==> src/rtl/simmem_pkg.sv <==
// Shared types and constants for the simulated-memory model.
package simmem_pkg;

  localparam int unsigned IDWidth              = 4;
  localparam int unsigned WRespSchedNumSlots   = 8;
  localparam int unsigned WRespSchedDelayWidth = 6;

  typedef struct packed {
    logic [IDWidth-1:0]              id;
    logic [WRespSchedDelayWidth-1:0] countdown;
  } wresp_sched_slot_t;

  typedef enum logic {
    ArbIdle,
    ArbLocked
  } wresp_arb_state_e;

endpackage

==> src/rtl/simmem_rr_arbiter.sv <==
// Rotating-priority arbiter: grants the first request at or after ptr (cyclic).
module simmem_rr_arbiter #(
  parameter int unsigned N        = 8,
  parameter int unsigned IdxWidth = $clog2(N)
) (
  input  logic [N-1:0]        req,
  input  logic [IdxWidth-1:0] ptr,
  output logic [N-1:0]        gnt,
  output logic [IdxWidth-1:0] idx,
  output logic                valid
);

  logic [IdxWidth-1:0] cand;

  // NOTE: every output gets a default before the loop, so no path leaves a latch.
  always_comb begin
    gnt   = '0;
    idx   = '0;
    valid = 1'b0;
    cand  = '0;
    for (int k = 0; k < int'(N); k++) begin
      // N is a power of two, so index wrap is plain truncation.
      cand = ptr + IdxWidth'(k);
      if (!valid && req[cand]) begin
        valid     = 1'b1;
        idx       = cand;
        gnt[cand] = 1'b1;
      end
    end
  end

endmodule

==> src/rtl/simmem_wresp_scheduler.sv <==
// Write-response scheduler: per-slot latency countdown, per-ID ordering, RR release.
// Optional statistics counters are enabled with `define SIMMEM_WRESP_SCHED_STATS_EN.
module simmem_wresp_scheduler
  import simmem_pkg::*;
#(
  parameter int unsigned NumSlots     = WRespSchedNumSlots,
  parameter int unsigned DelayWidth   = WRespSchedDelayWidth,
  parameter int unsigned SlotIdxWidth = $clog2(NumSlots)
) (
  input  logic                    clk_i,
  input  logic                    rst_i,
  input  logic                    aw_valid_i,
  output logic                    aw_ready_o,
  input  logic [IDWidth-1:0]      aw_id_i,
  input  logic [DelayWidth-1:0]   delay_i,
  output logic                    release_valid_o,
  input  logic                    release_ready_i,
  output logic [IDWidth-1:0]      release_id_o,
  output logic [SlotIdxWidth-1:0] release_slot_o,
  output logic [SlotIdxWidth:0]   occupancy_o
`ifdef SIMMEM_WRESP_SCHED_STATS_EN
  ,
  output logic [31:0]             stat_released_o,
  output logic [SlotIdxWidth:0]   stat_max_occ_o,
  output logic [31:0]             stat_stall_cycles_o
`endif
);

  wresp_sched_slot_t     slot_q  [NumSlots];
  logic [NumSlots-1:0]   older_q [NumSlots];
  logic [NumSlots-1:0]   valid_q;
  logic [SlotIdxWidth-1:0] rr_ptr_q, locked_slot_q, alloc_idx, arb_idx, rel_slot;
  logic [SlotIdxWidth:0] occ_q, occ_d;
  logic [NumSlots-1:0]   eligible, arb_gnt, rel_mask;
  logic                  arb_valid, rel_valid, aw_hs, rel_hs;
  wresp_arb_state_e      state_q, state_d;

  assign aw_ready_o = ~&valid_q;
  assign aw_hs      = aw_valid_i & aw_ready_o;
  assign rel_hs     = rel_valid & release_ready_i;

  always_comb begin
    alloc_idx = '0;
    for (int i = int'(NumSlots) - 1; i >= 0; i--)
      if (!valid_q[i]) alloc_idx = SlotIdxWidth'(i);
  end

  // A slot is blocked while any older pending slot carries the same ID.
  always_comb begin
    eligible = '0;
    for (int i = 0; i < int'(NumSlots); i++) begin
      eligible[i] = valid_q[i] && (slot_q[i].countdown == '0);
      for (int j = 0; j < int'(NumSlots); j++)
        if (valid_q[j] && older_q[i][j] && (slot_q[j].id == slot_q[i].id))
          eligible[i] = 1'b0;
    end
  end

  simmem_rr_arbiter #(.N(NumSlots), .IdxWidth(SlotIdxWidth)) u_arb (
    .req   (eligible),
    .ptr   (rr_ptr_q),
    .gnt   (arb_gnt),
    .idx   (arb_idx),
    .valid (arb_valid)
  );

  always_comb begin
    state_d   = state_q;
    rel_valid = 1'b0;
    rel_slot  = '0;
    unique case (state_q)
      ArbIdle: if (arb_valid) begin
        rel_valid = 1'b1;
        rel_slot  = arb_idx;
        if (!release_ready_i) state_d = ArbLocked;
      end
      ArbLocked: begin
        rel_valid = 1'b1;
        rel_slot  = locked_slot_q;
        if (release_ready_i) state_d = ArbIdle;
      end
      default: state_d = ArbIdle;
    endcase
  end

  assign release_valid_o = rel_valid;
  assign release_slot_o  = rel_slot;
  assign release_id_o    = rel_valid ? slot_q[rel_slot].id : '0;

  always_comb begin
    rel_mask = '0;
    if (rel_hs) rel_mask[rel_slot] = 1'b1;
    occ_d = occ_q;
    if (aw_hs && !rel_hs)      occ_d = occ_q + (SlotIdxWidth+1)'(1);
    else if (!aw_hs && rel_hs) occ_d = occ_q - (SlotIdxWidth+1)'(1);
  end

  assign occupancy_o = occ_q;

  // NOTE: sequential state uses non-blocking assignments only, so later writes in
  // this block (allocation row) cleanly override earlier ones (column clears).
  always_ff @(posedge clk_i) begin
    if (rst_i) begin
      state_q       <= ArbIdle;
      valid_q       <= '0;
      rr_ptr_q      <= '0;
      locked_slot_q <= '0;
      occ_q         <= '0;
      // NOTE: the slot array is reset too, so a discarded slot can never leak state.
      for (int i = 0; i < int'(NumSlots); i++) begin
        slot_q[i]  <= '0;
        older_q[i] <= '0;
      end
    end else begin
      state_q <= state_d;
      occ_q   <= occ_d;
      if (state_q == ArbIdle) locked_slot_q <= arb_idx;
      for (int i = 0; i < int'(NumSlots); i++)
        if (valid_q[i] && slot_q[i].countdown != '0)
          slot_q[i].countdown <= slot_q[i].countdown - DelayWidth'(1);
      if (rel_hs) begin
        valid_q[rel_slot] <= 1'b0;
        rr_ptr_q          <= rel_slot + SlotIdxWidth'(1);
        for (int i = 0; i < int'(NumSlots); i++) older_q[i][rel_slot] <= 1'b0;
      end
      if (aw_hs) begin
        for (int i = 0; i < int'(NumSlots); i++) older_q[i][alloc_idx] <= 1'b0;
        valid_q[alloc_idx] <= 1'b1;
        slot_q[alloc_idx]  <= '{id: aw_id_i, countdown: delay_i};
        older_q[alloc_idx] <= valid_q & ~rel_mask;
      end
    end
  end

`ifdef SIMMEM_WRESP_SCHED_STATS_EN
  always_ff @(posedge clk_i) begin
    if (rst_i) begin
      stat_released_o     <= '0;
      stat_max_occ_o      <= '0;
      stat_stall_cycles_o <= '0;
    end else begin
      if (rel_hs)                   stat_released_o     <= stat_released_o + 32'd1;
      if (aw_valid_i && !aw_ready_o) stat_stall_cycles_o <= stat_stall_cycles_o + 32'd1;
      if (occ_d > stat_max_occ_o)   stat_max_occ_o      <= occ_d;
    end
  end
`endif

endmodule

==> config.mk <==
export PLATFORM = sky130hd
export DESIGN_NAME = simmem_wresp_scheduler
export DESIGN_NICKNAME = d
export VERILOG_FILES = /design/src/rtl/simmem_pkg.sv /design/src/rtl/simmem_rr_arbiter.sv /design/src/rtl/simmem_wresp_scheduler.sv
export SDC_FILE = /design/constraint.sdc
export NUM_CORES = 1
export LEC_CHECK = 0
export CAP_MARGIN = 20
export CORE_UTILIZATION = 25
export DETAILED_ROUTE_END_ITERATION = 6
export GPL_TIMING_DRIVEN = 0
export PLACE_DENSITY_LB_ADDON = 0.25
export SYNTH_ARGS = -nofsm -noshare
export SYNTH_HDL_FRONTEND = slang
export SYNTH_HIERARCHICAL = 1
export SYNTH_SLANG_ARGS = --single-unit
==> constraint.sdc <==
create_clock -name clk_i -period 8.3 [get_ports clk_i]
set_clock_uncertainty 0.05 [all_clocks]
set_input_delay 2.49 -clock clk_i [delete_from_list [all_inputs] [get_ports clk_i]]
set_output_delay 2.49 -clock clk_i [all_outputs]
set_load 0.03 [all_outputs]
-- After elaboration in Yosys (flattened, before gate mapping)
Memory sizes are Yosys's and may differ from the RTL's.
Cells that the tools add are included.
- bits in latches: 0
- register bits after elaboration: 19
- output and inout bits: 13
- input port bits: 14
- memories kept: 2
- RAM bits: 144
- bits in read-only memories: 0
- shift operators: 0
- multipliers: 0
- bitwise gates (word level): 144
- $add $sub $neg: 18
- $lt $le $gt $ge: 12
- mux-type cells: 291
- equal/unequal tests: 56
- reduce and logical (&&, ||, !) cells: 175
- div/mod/pow operators: 0
- memories (memory ; words ; width ; read ports ; clocked after Yosys merged registers in ; wr ports ; line ; text):
    slot_q ; 8 ; 10 ; 9 ; 0 ; 9 ; simmem_wresp_scheduler.sv:29 ; wresp_sched_slot_t slot_q [NumSlots];
    older_q ; 8 ; 8 ; 8 ; 0 ; 9 ; simmem_wresp_scheduler.sv:30 ; logic [NumSlots-1:0] older_q [NumSlots];
- operators by type and width (operator ; count):
    1-bit 2-to-1 mux ; 244
    4-bit equality test ; 56
    1-bit logical AND ; 147
    1-bit bitwise OR ; 136
    3-bit 2-to-1 mux ; 17
    6-bit logical NOT ; 8
    6-bit 2-to-1 mux ; 8
    8-bit 2-to-1 mux ; 6
    6-bit nonzero test ; 8
    6-bit by 1-bit subtractor with 6-bit output (second input constant) ; 8
    3-bit by 4-bit < comparator with 1-bit output (second input constant) ; 10
    1-bit binary-select mux with 3-bit select ; 8
    8-bit AND ; 2
    8-bit inverter ; 2
    3-bit adder (second input constant) ; 4
    4-bit 2-to-1 mux ; 3
    1-bit logical NOT ; 10
    8-bit bitwise OR ; 1
    8-bit AND reduction ; 1
    3-bit by 1-bit adder with 3-bit output (second input constant) ; 2
    3-bit by 2-bit adder with 3-bit output (second input constant) ; 2
    1-bit demux with 3-bit select ; 2
    3-bit by 1-bit greater-or-equal comparator with 1-bit output (second input constant) ; 2
    3-bit case mux with 2 select lines ; 1
    other kinds (6) ; 8

-- Logic depth before layout (Yosys ltp)
Gate-level depths: netlist of the first run.
- depth after elaboration: 46
- depth in mapped cells: 22
- gate-level depth less buffers: 22

-- Modules after synthesis
Netlist of the first run, hierarchy kept.
- modules (own cells, without submodules) (module ; area an instance (µm²) ; cells an instance ; times used):
    simmem_wresp_scheduler ; 9883.2 ; 1011 ; 1
    simmem_rr_arbiter ; 1141.1 ; 143 ; 1

-- Least setup slack after synthesis of the first run
OpenSTA, ideal clock, no wires.
- kind: register to output
- start: memory slot_q[3][6] (netlist name)
- end: output release_id_o[1]
- stages on the path, launching flop included: 19
- slack: 1.243 ns
- data arrival time: 4.517 ns
- cells stage by stage: edfxtp_1 clkbuf_1 xor2_1 nor4_1 nand3_1 nand4_1 nor3_1 mux4_2 mux2_4 nand3b_4 nor4_4 a2111oi_0 a41oi_1 and3b_1 or2_2 clkbuf_1 o221ai_1 a21oi_1 a21o_1
- RTL lines (element ; line ; text):
    start: declaration ; simmem_wresp_scheduler.sv:29 ;
    end: declaration ; simmem_wresp_scheduler.sv:18 ; output logic [IDWidth-1:0] release_id_o,

==> results.cfg, run 1 <==
[drt]
num_vias = 8659
wl_per_cell_um = 21.0
route.antenna.remaining_nets = 0
routed_wl_mm = 35.6
drc = 0
dr.pass1.iters = 7
first_iter_violations = 764
viasPerCell = 5.09

[synthesis]
syn_area_um2 = 10700
synthCells = 1105
ys.warnings.count = 6
syn_area_per_cell_um2 = 9.68

[grt]
grt_usage_pct = 16.5
grt_pass1_vias = 8583
antenna_found_initial = 0
grt_start_max_net_pins = 17
grt_pass1_wl_mm = 53.5
overflow = 0

[timing]
setup_violations = 0
finalHoldViolCount = 0
drv_slew = 0
min_period_over_period_pct = 96.7
worstMarginPinSlew_ns = 0.908
fmax_ghz = 0.125
period_needed_ns = 8.02
rsz0062_at_grt = no
slew_headroom_pct = 39.1

[critical_path]
cp_max_fo = 8
r2r-end = older_q[1][3]$_SDFFCE_PN0P_
path_class = reg2out
worstSetupEndpointType = primary output
crit_arrival_ns = 5.48
worstPathCellList = xor2_1 -> nor4_4 -> nand3_1 -> nand4_1 -> nor2_1 -> mux4_2 -> mux2_4 -> or3_1 -> a31oi_1 -> mux2i_1 -> nand3_1 -> nand2_1 -> o21ai_4 -> buf_4 -> mux4_2 -> a21o_1 -> dlymetal6s2s_1
rrSetupSlack_ns = 2.93
r2r_start = valid_q[5]$_SDFF_PP0_
slowest_stage = edfxtp_1
cpPeakStageDelay_ns = 0.59
r2r_cells = 15
start_kind = flop
critPathRequiredTime_ns = 5.76

[clocking]
cts_buffers = 17
clock_tree.buffer_depth = 2
htreeDepth = 4
cts_root_buf = clkbuf_16
clkTransAtPathRegs_ns = 0.07
clkLatencyLatePin_ns = 0.44
clkSinkCount = 163
cts_tree = yes

[cells_and_area]
area_growth_pct = 18.4
num-nets-final = 1181
final_cell_mix = edfxtp_1, xor2_1, nor2_1
post-route-util_pct = 30.1
seqCellArea_um2 = 4700
multi_input_area_um2 = 5820
final_common_cell = edfxtp_1
insertedDiodeCount = 0
stdcell_count = 1701
fill_cells = 4358
drive_gt1_share_pct = 14.9

[pwr]
p_leak_uw = 0.00474
total_power_uw = 2090
pwr_density_cell_nw_per_um2 = 165
vdd_drop_max_v = 0.0000946

[floorplanning]
die_h_um = 209
die_w_um = 209
start_util_pct = 25.5
ios = 27
row_count = 75
dieArea_um2 = 43600
core_area_um2 = 42000

[run_status]
status = completed

[hold_path]
hold_end = occupancy_o[3]$_SDFFE_PP0P_
min_from = occupancy_o[3]$_SDFFE_PP0P_
hp-class = reg2reg
holdPathStages = 2

[placed_design]
numPortBuffers = 19
placed_cells = 1670
routabilityCongestion = 0.899
dp_hpwl_mm = 25.8

[flow_run]
cap_violations = 0
[power breakdown]
part	total (uW)	switching [uW]	internal [uW]
logic	306	197	109
clock network	805	346	459
registers	979	36.9	942
[per-stage QoR]
stage	hold slack, ns	setup WS [ns]	area (um^2)	setup TNS, ns
4_1_cts	0.449	0.000963	12400	0
5_1_grt	0.483	0.120	12700	0
2_1_floorplan	0.427	1.40	10700	0
3_5_place_dp	0.435	-0.480	11600	-1.79
6_report	0.444	0.276	12700	0
3_3_place_gp	0.421	-0.463	11600	-1.70
[what timing repair did]
| action | CTS | global route |
|---|---|---|
| buffers inserted | 7 | 13 |
| endpoints found under the setup margin | 7 | 5 |
| gates resized for setup | 39 | 25 |
| pin swaps | 1 | 3 |
| hold buffers | 0 | 0 |
[how the worst max path moves through the flow]
stage,start,endpoint,slack [ns]
finish,slot_q[6][7]$_SDFFCE_PN0P_,release_id_o[1],0.28
global route,slot_q[5][8]$_SDFFCE_PN0P_,release_id_o[1],0.12
CTS,slot_q[7][9]$_SDFFCE_PN0P_,release_id_o[2],0.001
detailed placement,slot_q[7][6]$_SDFFCE_PN0P_,release_id_o[2],-0.48
global placement,slot_q[7][6]$_SDFFCE_PN0P_,release_id_o[2],-0.46
floorplan,slot_q[3][6]$_SDFFCE_PN0P_,release_id_o[1],1.40
[worst max-delay path: cells and delay by family, from the launching register on]
family	cells	cell delay (ns)
AND/OR/NAND/NOR	7	1.66
multiplexers	4	1.45
AO/OA/AOI/OAI	3	0.66
flip-flops	1	0.59
buffers and inverters	2	0.41
XOR/XNOR	1	0.27
[metal layers]
| metal | GRT usage, % | vias to the layer above | wire length, um |
|---|---|---|---|
| met1 | 22.3 | 4302 | 16200 |
| li1 | - | 4002 | - |
| met3 | 3.25 | 39 | 2290 |
| met4 | 5.50 | 0 | 790 |
| met2 | 26.2 | 316 | 16400 |
| met5 | 0 | - | 0 |
[area by class of cell]
cell class / instances / area share (%)
multi-input combinational: 824 / 45.9
clock inverter: 12 / 1.05
buffer: 73 / 2.99
sequential: 163 / 37.1
inverter: 31 / 0.919
clock buffer: 20 / 3.61
tap: 539 / 5.32
timing repair buffer: 39 / 3.06
[state kept, by name, indices dropped and copies added, names as in the netlist]
register and flops:
occupancy_o 4, rr_ptr_q 3, locked_slot_q 3, slot_q 80, older_q 64, state_q 1
valid_q 8
(Power assumes the default switching activity.)
==> run 2, diff against run 1 <==
--- a/config.mk
+++ b/config.mk
@@ -9,6 +9,7 @@
 export CORE_UTILIZATION = 25
 export DETAILED_ROUTE_END_ITERATION = 6
 export GPL_TIMING_DRIVEN = 0
+export HOLD_SLACK_MARGIN = 0.05
 export PLACE_DENSITY_LB_ADDON = 0.25
 export SYNTH_ARGS = -nofsm -noshare
 export SYNTH_HDL_FRONTEND = slang
==> results of run 2 <==
The final DEF is identical to that of run 1; final timing and power are the same.
